===== src/rtl/debounce_edge_detect_pkg.sv =====
// Shared definitions for the debounce / edge-detect block: FSM state
// encoding and the default qualification counter width.
package debounce_pkg;

    // Encoding chosen so bit 1 reflects the currently accepted level.
    typedef enum logic [1:0] {
        IDLE_LOW  = 2'b00,
        WAIT_HIGH = 2'b01,
        IDLE_HIGH = 2'b11,
        WAIT_LOW  = 2'b10
    } state_t;

    localparam int CNT_W_DEFAULT = 16;

endpackage


===== src/rtl/debounce_edge_detect_if.sv =====
// Signal bundle between the debouncer and its neighbours: the registered
// input bit coming in, and the qualified level plus strobes going out.
interface debounce_edge_detect_if;

    logic din;
    logic level;
    logic rise_pulse;
    logic fall_pulse;
    logic busy;

    // Environment side: supplies din, observes the debounced results.
    modport master (
        output din,
        input  level,
        input  rise_pulse,
        input  fall_pulse,
        input  busy
    );

    // Debouncer side.
    modport slave (
        input  din,
        output level,
        output rise_pulse,
        output fall_pulse,
        output busy
    );

endinterface


===== src/rtl/debounce_edge_detect_stable_counter.sv =====
// Counts consecutive agreeing samples while a candidate level is being
// qualified; hit flags the last sample needed before acceptance.
module stable_counter
    import debounce_pkg::*;
#(
    parameter int unsigned STABLE_CYCLES = 4,
    parameter int          CNT_W         = CNT_W_DEFAULT
) (
    input  logic             clk,
    input  logic             sync_reset,
    input  logic             clear,
    input  logic             inc,
    output logic [CNT_W-1:0] cnt,
    output logic             hit
);

    localparam logic [CNT_W-1:0] TERMINAL = CNT_W'(STABLE_CYCLES - 1);

    // Clear wins over increment; the FSM never asks to count past TERMINAL.
    always_ff @(posedge clk) begin
        if (sync_reset || clear) begin
            cnt <= '0;
        end else if (inc) begin
            cnt <= cnt + CNT_W'(1);
        end
    end

    assign hit = (cnt == TERMINAL);

endmodule


===== src/rtl/debounce_edge_detect.sv =====
// Debounces a registered single-bit input: a new level is accepted only
// after STABLE_CYCLES consecutive identical samples, then a one-cycle
// rise or fall strobe is emitted. All outputs are registered.
//
//   state     | meaning
//   ----------+-------------------------------------------------
//   IDLE_LOW  | level is 0, din agrees
//   WAIT_HIGH | level is 0, din has been 1 for cnt samples
//   IDLE_HIGH | level is 1, din agrees
//   WAIT_LOW  | level is 1, din has been 0 for cnt samples
module debounce_edge_detect
    import debounce_pkg::*;
#(
    parameter int unsigned STABLE_CYCLES = 4,
    parameter bit          RESET_LEVEL   = 1'b0,
    parameter int          CNT_W         = CNT_W_DEFAULT
) (
    input  logic                   clk,
    input  logic                   sync_reset,
    debounce_edge_detect_if.slave  bus
);

    localparam bit     SINGLE      = (STABLE_CYCLES == 1);
    localparam state_t RESET_STATE = RESET_LEVEL ? IDLE_HIGH : IDLE_LOW;

    state_t           state;
    logic             clear;
    logic             inc;
    logic             hit;
    logic [CNT_W-1:0] cnt;

    stable_counter #(
        .STABLE_CYCLES (STABLE_CYCLES),
        .CNT_W         (CNT_W)
    ) u_stable_counter (
        .clk        (clk),
        .sync_reset (sync_reset),
        .clear      (clear),
        .inc        (inc),
        .cnt        (cnt),
        .hit        (hit)
    );

    // Counter control: the first disagreeing sample in IDLE counts as 1,
    // any abort or acceptance clears back to 0.
    always_comb begin
        clear = 1'b0;
        inc   = 1'b0;
        case (state)
            IDLE_LOW:  inc = bus.din && !SINGLE;
            WAIT_HIGH: if (!bus.din || hit) clear = 1'b1; else inc = 1'b1;
            IDLE_HIGH: inc = !bus.din && !SINGLE;
            WAIT_LOW:  if (bus.din || hit) clear = 1'b1; else inc = 1'b1;
            default:   clear = 1'b1;
        endcase
    end

    // State register and registered outputs; strobes default low each cycle.
    always_ff @(posedge clk) begin
        if (sync_reset) begin
            state          <= RESET_STATE;
            bus.level      <= RESET_LEVEL;
            bus.rise_pulse <= 1'b0;
            bus.fall_pulse <= 1'b0;
            bus.busy       <= 1'b0;
        end else begin
            bus.rise_pulse <= 1'b0;
            bus.fall_pulse <= 1'b0;
            bus.busy       <= 1'b0;
            case (state)
                IDLE_LOW: begin
                    if (bus.din) begin
                        if (SINGLE) begin
                            state          <= IDLE_HIGH;
                            bus.level      <= 1'b1;
                            bus.rise_pulse <= 1'b1;
                        end else begin
                            state    <= WAIT_HIGH;
                            bus.busy <= 1'b1;
                        end
                    end
                end
                WAIT_HIGH: begin
                    if (!bus.din) begin
                        state <= IDLE_LOW;
                    end else if (hit) begin
                        state          <= IDLE_HIGH;
                        bus.level      <= 1'b1;
                        bus.rise_pulse <= 1'b1;
                    end else begin
                        bus.busy <= 1'b1;
                    end
                end
                IDLE_HIGH: begin
                    if (!bus.din) begin
                        if (SINGLE) begin
                            state          <= IDLE_LOW;
                            bus.level      <= 1'b0;
                            bus.fall_pulse <= 1'b1;
                        end else begin
                            state    <= WAIT_LOW;
                            bus.busy <= 1'b1;
                        end
                    end
                end
                WAIT_LOW: begin
                    if (bus.din) begin
                        state <= IDLE_HIGH;
                    end else if (hit) begin
                        state          <= IDLE_LOW;
                        bus.level      <= 1'b0;
                        bus.fall_pulse <= 1'b1;
                    end else begin
                        bus.busy <= 1'b1;
                    end
                end
                default: begin
                    state     <= RESET_STATE;
                    bus.level <= RESET_LEVEL;
                end
            endcase
        end
    end

    // The qualification count is bounded by construction and never wraps.
    always_ff @(posedge clk) begin
        if (!sync_reset) begin
            assert (cnt <= CNT_W'(STABLE_CYCLES - 1));
        end
    end

endmodule


===== src/flat_wrapper.sv =====
// flat-port wrapper written by rule: the top's interface ports become plain ports
module debounce_edge_detect_flat import debounce_pkg::*;
#(
    parameter int unsigned STABLE_CYCLES = 4,
    parameter bit          RESET_LEVEL   = 1'b0,
    parameter int          CNT_W         = CNT_W_DEFAULT
)
  (clk, sync_reset, bus_din, bus_level, bus_rise_pulse, bus_fall_pulse, bus_busy);
  debounce_edge_detect_if bus_i ();
  input  logic clk;
  input  logic sync_reset;
  input wire logic [$bits(bus_i.din)-1:0] bus_din;
  output wire logic [$bits(bus_i.level)-1:0] bus_level;
  output wire logic [$bits(bus_i.rise_pulse)-1:0] bus_rise_pulse;
  output wire logic [$bits(bus_i.fall_pulse)-1:0] bus_fall_pulse;
  output wire logic [$bits(bus_i.busy)-1:0] bus_busy;
  assign bus_i.din = bus_din;
  assign bus_level = bus_i.level;
  assign bus_rise_pulse = bus_i.rise_pulse;
  assign bus_fall_pulse = bus_i.fall_pulse;
  assign bus_busy = bus_i.busy;
  debounce_edge_detect #(.STABLE_CYCLES(STABLE_CYCLES), .RESET_LEVEL(RESET_LEVEL), .CNT_W(CNT_W)) u_core (.clk(clk), .sync_reset(sync_reset), .bus(bus_i));
endmodule

===== config.mk =====
export PLATFORM = sky130hd
export DESIGN_NAME = debounce_edge_detect_flat
export DESIGN_NICKNAME = d
export VERILOG_FILES = /design/src/rtl/debounce_edge_detect_pkg.sv /design/src/rtl/debounce_edge_detect_if.sv /design/src/rtl/debounce_edge_detect_stable_counter.sv /design/src/rtl/debounce_edge_detect.sv /design/src/flat_wrapper.sv
export SDC_FILE = /design/constraint.sdc
export NUM_CORES = 1
export LEC_CHECK = 0
export ABC_CLOCK_PERIOD_IN_PS = 3700
export CAP_MARGIN = 40
export CORE_ASPECT_RATIO = 2
export CORE_MARGIN = 3
export CORE_UTILIZATION = 40
export CTS_CLUSTER_SIZE = 24
export DETAILED_ROUTE_END_ITERATION = 16
export PLACE_DENSITY_LB_ADDON = 0.08
export SYNTH_ARGS = -nofsm -noshare
export SYNTH_HDL_FRONTEND = slang
export SYNTH_SLANG_ARGS = --single-unit

===== constraint.sdc =====
create_clock -name clk -period 3.7 [get_ports clk]
set_input_delay 0.37 -clock clk [delete_from_list [all_inputs] [get_ports clk]]
set_output_delay 0.37 -clock clk [all_outputs]
set_load 0.01 [all_outputs]

== After elaboration in Yosys (flattened, before gate mapping) ==
Index checks and enable logic that the tools add are counted.

* Flip-flop bits (word level): 22
* Input port bits: 3
* Word-level logic and storage cells: 57

* Add/sub/neg operators: 1
* Equal/unequal tests: 12
* Mux-type cells: 25
* Bitwise operators: 3
* Reduce and logical (&&, ||, !) cells: 10

{| class="wikitable"
|+ Operator list
! operator !! number
|-
| adder 16 x 1 -> 16 bit, second input constant || 1
|-
| equality test 16 x 2 -> 1 bit, second input constant || 1
|-
| 2-to-1 mux 1 bit || 14
|-
| 2-to-1 mux 2 bit || 6
|-
| != test 2 bit, second input constant || 4
|-
| one-hot mux 1 bit (4 select lines) || 2
|-
| one-hot mux 2 bit (4 select lines) || 1
|-
| != test 3 x 2 -> 1 bit, second input constant || 2
|-
| OR reduction 3 bit || 2
|-
| AND reduction 5 bit || 1
|-
| equality test 2 bit, second input constant || 2
|-
| != test 2 x 1 -> 1 bit, second input constant || 2
|-
| one-hot mux 1 bit (2 select lines) || 2
|-
| AND reduction 4 bit || 1
|-
| logical OR 1 bit || 3
|-
| inverter 1 bit || 3
|-
| equality test 2 x 1 -> 1 bit, second input constant || 1
|-
| zero test 2 bit || 1
|-
| nonzero test 2 bit || 1
|-
| zero test 1 bit || 1
|}

== Depth between registers and ports, before layout ==
* Depth in word-level cells: 5
* Mapped depth: 9

== By module ==
A second synthesis with hierarchy kept.

* Cells, all modules: 131
* Area, all modules: 1193.6 um^2

{| class="wikitable"
|+ By module, submodules not included
! module !! instances !! cells an instance !! area each (um^2) !! sequential area each (um^2)
|-
| stable_counter || 1 || 83 || 767.0 || 320.3
|-
| debounce_edge_detect || 1 || 48 || 426.7 || 120.1
|}

== Worst setup path before layout ==
OpenSTA, ideal clock, no wires.

* Kind: register to register
* Start point: register u_core.u_stable_counter.cnt[0]
* End point: register u_core.state[1]
* Setup time: 0.096 ns
* Data arrival time: 1.607 ns
* Required time: 3.604 ns
* Path slack: 1.997 ns
* Stages on the path, launching flop included: 7
* Buffers on the path: 1
* Period minus slack after synthesis: 1.703 ns
* Path through: dfxtp_1 -> ha_1 -> buf_4 -> nor4b_2 -> nand4_2 -> a221o_1 -> o41ai_2

* Cells in the longest elaborated chain, start to end: 3

{| class="wikitable"
|+ Ends and longest elaborated chain
! what !! line !! text
|-
| start: declaration || debounce_edge_detect_stable_counter.sv:13 || <nowiki>output logic [CNT_W-1:0] cnt,</nowiki>
|-
| start signal: assignment || debounce_edge_detect_stable_counter.sv:24 || <nowiki>cnt <= cnt + CNT_W'(1);</nowiki>
|-
| equality test 16 x 2 -> 1 bit (*) || debounce_edge_detect_stable_counter.sv:28 || <nowiki>assign hit = (cnt == TERMINAL);</nowiki>
|-
| != test 3 x 2 -> 1 bit (no line) || -- ||
|-
| AND reduction 4 bit (no line) (*) || -- ||
|-
| end signal: assignment || debounce_edge_detect.sv:61 || <nowiki>state <= RESET_STATE;</nowiki>
|-
| end signal: assignment || debounce_edge_detect.sv:74 || <nowiki>state <= IDLE_HIGH;</nowiki>
|-
| end signal: assignment || debounce_edge_detect.sv:78 || <nowiki>state <= WAIT_HIGH;</nowiki>
|-
| end: declaration || debounce_edge_detect.sv:26 || <nowiki>state_t state;</nowiki>
|}

Mark *: on every way between the ends. The rest lies on a longest branch, timed or not.
A chain may end at the register's enable or synchronous reset.

== Final worst setup path ==
* Start point: register u_core.u_stable_counter.cnt[0]
* End point: register u_core.u_stable_counter.cnt[5]

* Cells in the longest elaborated chain, start to end: 5

{| class="wikitable"
|+ Ends and longest elaborated chain
! what
|-
| parallel branches: the longest is 5 deep, another holds adder 16 x 1 -> 16 bit
|}

Parallel ways; which one is timed is not known.

==> insert_results.sql <==
INSERT INTO impl_metrics (metric_group, metric, value, unit) VALUES
('critical_path', 'timing.critical_path.from_type', 'flop', ''),
('detailed_routing', 'met1_wirelength', '966', 'µm'),
('synthesis', 'synth_flop_cell', 'sky130_fd_sc_hd__dfxtp_1', ''),
('floorplan', 'boundary_pins', '7', ''),
('timing', 'worstMarginPinSlew', '0.5680', 'ns'),
('timing', 'timing.hold.ws', '0.5080', 'ns'),
('min_path', 'hold_class', 'flop to flop', ''),
('clocking', 'clock_latency', '0.26', 'ns'),
('detailed_routing', 'avgViaCountPerCell', '5.856', ''),
('synthesis', 'synth_area_leader', 'sky130_fd_sc_hd__dfxtp_1', ''),
('clocking', 'cts-buffers-inserted', '3', ''),
('power', 'total_power_consumption_of_the_routed_design', '0.5742', 'mW'),
('timing', 'fin_worst_skew', '0.001030', 'ns'),
('synthesis', 'syn_inst', '132', ''),
('flow_run', 'max-cap-violations', '0', ''),
('floorplan', 'row_count', '27', ''),
('clocking', 'ctsLongestPathBuffers', '2', ''),
('detailed_routing', 'wl_met2', '1.354', 'mm'),
('final_layout', 'finalNetCount', '148', ''),
('clocking', 'post_cts.resized_instances', '0', ''),
('detailed_routing', 'drt_first_pass_iters', '4', ''),
('critical_path', 'worst_path_max_delay_cell', 'sky130_fd_sc_hd__or2_1', ''),
('clocking', 'cts_post_setup_buffers_inserted', '0', ''),
('grt', 'overflow', '0', ''),
('clocking', 'cts-root-buf', 'sky130_fd_sc_hd__clkbuf_8', ''),
('detailed_routing', 'drt_wl_total', '2.377', 'mm'),
('final_layout', 'final_core_occ', '0.4824', ''),
('clocking', 'post_cts_hold_buffer_count', '0', ''),
('final_layout', 'stdcell_count', '167', ''),
('clocking', 'cts_tree', 'yes', ''),
('placement', 'place_inst', '163', ''),
('placement', 'dpl-instance-area', '1297', 'µm²'),
('timing', 'setup_slack', '1.606', 'ns'),
('synthesis', 'top_post_synthesis_cells_by_area', 'sky130_fd_sc_hd__dfxtp_1, sky130_fd_sc_hd__ha_1, sky130_fd_sc_hd__nor2_1', ''),
('detailed_routing', 'drt_first_iter_violations', '25', ''),
('grt', 'gr_util_all_layers', '0.1375', ''),
('floorplan', 'chipWidth', '45.15', 'µm'),
('synthesis', 'synth-seq-cells', '22', ''),
('power', 'cell_pwr_density', '419.5', 'nW/µm²'),
('grt', 'first_global_vias', '931', ''),
('critical_path', 'cp_data_arrival_time', '2.22', 'ns'),
('grt', 'grt_first_pass_wirelength', '3.953', 'mm'),
('outcome', 'status', 'complete, no violations', ''),
('final_layout', 'fraction_of_final_layout_cells_sized_beyond_drive_strength_1', '0.08696', ''),
('detailed_routing', 'maxUsedRoutingLayer', 'met4', ''),
('critical_path', 'crit_fanout', '16', ''),
('timing', 'final-hold-violation-count', '0', ''),
('detailed_routing', 'via_count', '978', ''),
('timing', 'portion_of_the_clock_cycle_consumed_by_the_worst_path_in_the_final_layout', '0.5659', ''),
('detailed_routing', 'routed-wl-met3', '33', 'µm'),
('critical_path', 'worstPathCellList', 'ha_1, nor4b_2, nand4_2, a21oi_1, or2_1, nor2_1', ''),
('timing', 'maxSlewHeadroom', '0.6214', ''),
('synthesis', 'yosysWarnings', '0', ''),
('synthesis', 'ys_async_sr_fraction', '0', ''),
('synthesis', 'synth.lib_cells_used.distinct', '37', ''),
('synthesis', 'seq_total_area_yosys', '0.3592', ''),
('final_layout', 'area_growth', '11.63', '%'),
('detailed_routing', 'drc_violation_count_after_routing', '0', ''),
('power', 'p_leak', '0.4947', 'nW'),
('clocking', 'clk_pin_slew_worst_paths', '0.08', 'ns'),
('critical_path', 'crit_path_end_kind', 'flop', ''),
('timing', 'final.min_clock_period', '2.094', 'ns'),
('critical_path', 'cp_slowest_stage_delay', '0.48', 'ns'),
('timing', 'unrepaired_setup_endpoints_after_global_routing', 'false', ''),
('floorplan', 'die-area', '3806', 'µm²'),
('final_layout', 'antenna-diode-count', '0', ''),
('synthesis', 'synthesis.nets', '141', ''),
('critical_path', 'worst_ep_required_time', '3.83', 'ns'),
('clocking', 'cts_max_level', '1', ''),
('floorplan', 'overall_die_height', '84.30', 'µm'),
('detailed_routing', 'postRouteAntennaNets', '0', '');
-- cells in the mapped netlist, types with 2 or more instances --
cell type	number
sky130_fd_sc_hd__a21oi_1	4
sky130_fd_sc_hd__and2_1	2
sky130_fd_sc_hd__and3_1	2
sky130_fd_sc_hd__and4_1	3
sky130_fd_sc_hd__buf_2	2
sky130_fd_sc_hd__buf_4	2
sky130_fd_sc_hd__dfxtp_1	22
sky130_fd_sc_hd__ha_1	6
sky130_fd_sc_hd__inv_1	4
sky130_fd_sc_hd__mux2i_1	3
sky130_fd_sc_hd__nand2_1	5
sky130_fd_sc_hd__nand3_1	4
sky130_fd_sc_hd__nand4_1	7
sky130_fd_sc_hd__nor2_1	19
sky130_fd_sc_hd__nor3_1	5
sky130_fd_sc_hd__nor3b_1	2
sky130_fd_sc_hd__nor4_1	2
sky130_fd_sc_hd__nor4_4	2
sky130_fd_sc_hd__o21ai_0	5
sky130_fd_sc_hd__o21ai_1	2
sky130_fd_sc_hd__xnor2_1	6
sky130_fd_sc_hd__xor2_1	8
-- cell type report --
cell class                 instances  area (µm²)
fill                             289        1469
multi-input combinational        102       745.7
sequential                        22       440.4
timing repair buffer               6       60.06
clock buffer                       3       41.29
tap                               29       36.28
clock inverter                     1       30.03
inverter                           4       15.01
-- cells in the final DEF, fill, tap and decap left out, types with 2 or more instances in the layout --
cell / n
sky130_fd_sc_hd__and2_1: 2
sky130_fd_sc_hd__and3_1: 2
sky130_fd_sc_hd__nor3b_1: 2
sky130_fd_sc_hd__dfxtp_1: 22
sky130_fd_sc_hd__nand4_1: 7
sky130_fd_sc_hd__clkdlybuf4s50_1: 6
sky130_fd_sc_hd__nor3_1: 5
sky130_fd_sc_hd__nand2_1: 5
sky130_fd_sc_hd__xor2_1: 8
sky130_fd_sc_hd__mux2i_1: 3
sky130_fd_sc_hd__nor4_1: 2
sky130_fd_sc_hd__nor2_1: 19
sky130_fd_sc_hd__inv_1: 4
sky130_fd_sc_hd__nor4_4: 2
sky130_fd_sc_hd__o21ai_0: 5
sky130_fd_sc_hd__a21oi_1: 4
sky130_fd_sc_hd__o21ai_1: 2
sky130_fd_sc_hd__xnor2_1: 6
sky130_fd_sc_hd__ha_1: 6
sky130_fd_sc_hd__and4_1: 3
sky130_fd_sc_hd__clkbuf_8: 3
sky130_fd_sc_hd__nand3_1: 4
-- sequential cells by signal, indices dropped and copies added (netlist names) --
name and cells:
u_core.bus.fall_pulse 1, u_core.bus.rise_pulse 1, u_core.state 2, u_core.bus.busy 1, u_core.bus.level 1, u_core.u_stable_counter.cnt 16
-- cells by family after synthesis --
group,Yosys count,share of synthesized area
AOI/OAI and AO/OA,18,0.1163
xor gates and xnor gates,14,0.1000
adders and majority gates,6,0.06122
buffers and inverters,8,0.03265
DFF,22,0.3592
muxes,3,0.02449
and+or+nand+nor,61,0.3061
-- where the power goes --
part / internal [mW] / switching, mW / leakage, nW
Sequential: 0.246 / 0.00896 / 0.178
Combinational: 0.0391 / 0.0578 / 0.281
Clock: 0.144 / 0.0783 / 0.0357
Total: 0.429 / 0.145 / 0.495
-- layer usage --
| layer | up-vias | GRT usage |
|---|---|---|
| li1 | 491 | - |
| met1 | 477 | 0.1427 |
| met2 | 8 | 0.2442 |
| met3 | 2 | 0.02790 |
| met4 | 0 | 0.06667 |
| met5 | - | 0 |
-- path summary, 6_finish.rpt --
path | from | to | slack [ns] | cells after the start
setup / recovery | u_core.u_stable_counter.cnt[0] | u_core.u_stable_counter.cnt[5] | 1.61 | 6
hold / removal | u_core.bus.level | u_core.bus.level | 0.51 | 2
hold reg to reg | u_core.bus.level | u_core.bus.level | 0.51 | 2
setup reg to reg | u_core.u_stable_counter.cnt[0] | u_core.u_stable_counter.cnt[5] | 1.61 | 6
-- critical path: cells and delay by family (launching register included) --
family                   cells  cell delay (ns)
AND/OR/NAND/NOR              4             1.04
flip-flops                   1             0.40
adder cells (fa/ha/maj)      1             0.34
AO/OA/AOI/OAI                1             0.17
Power figures use the tool's default switching activity.
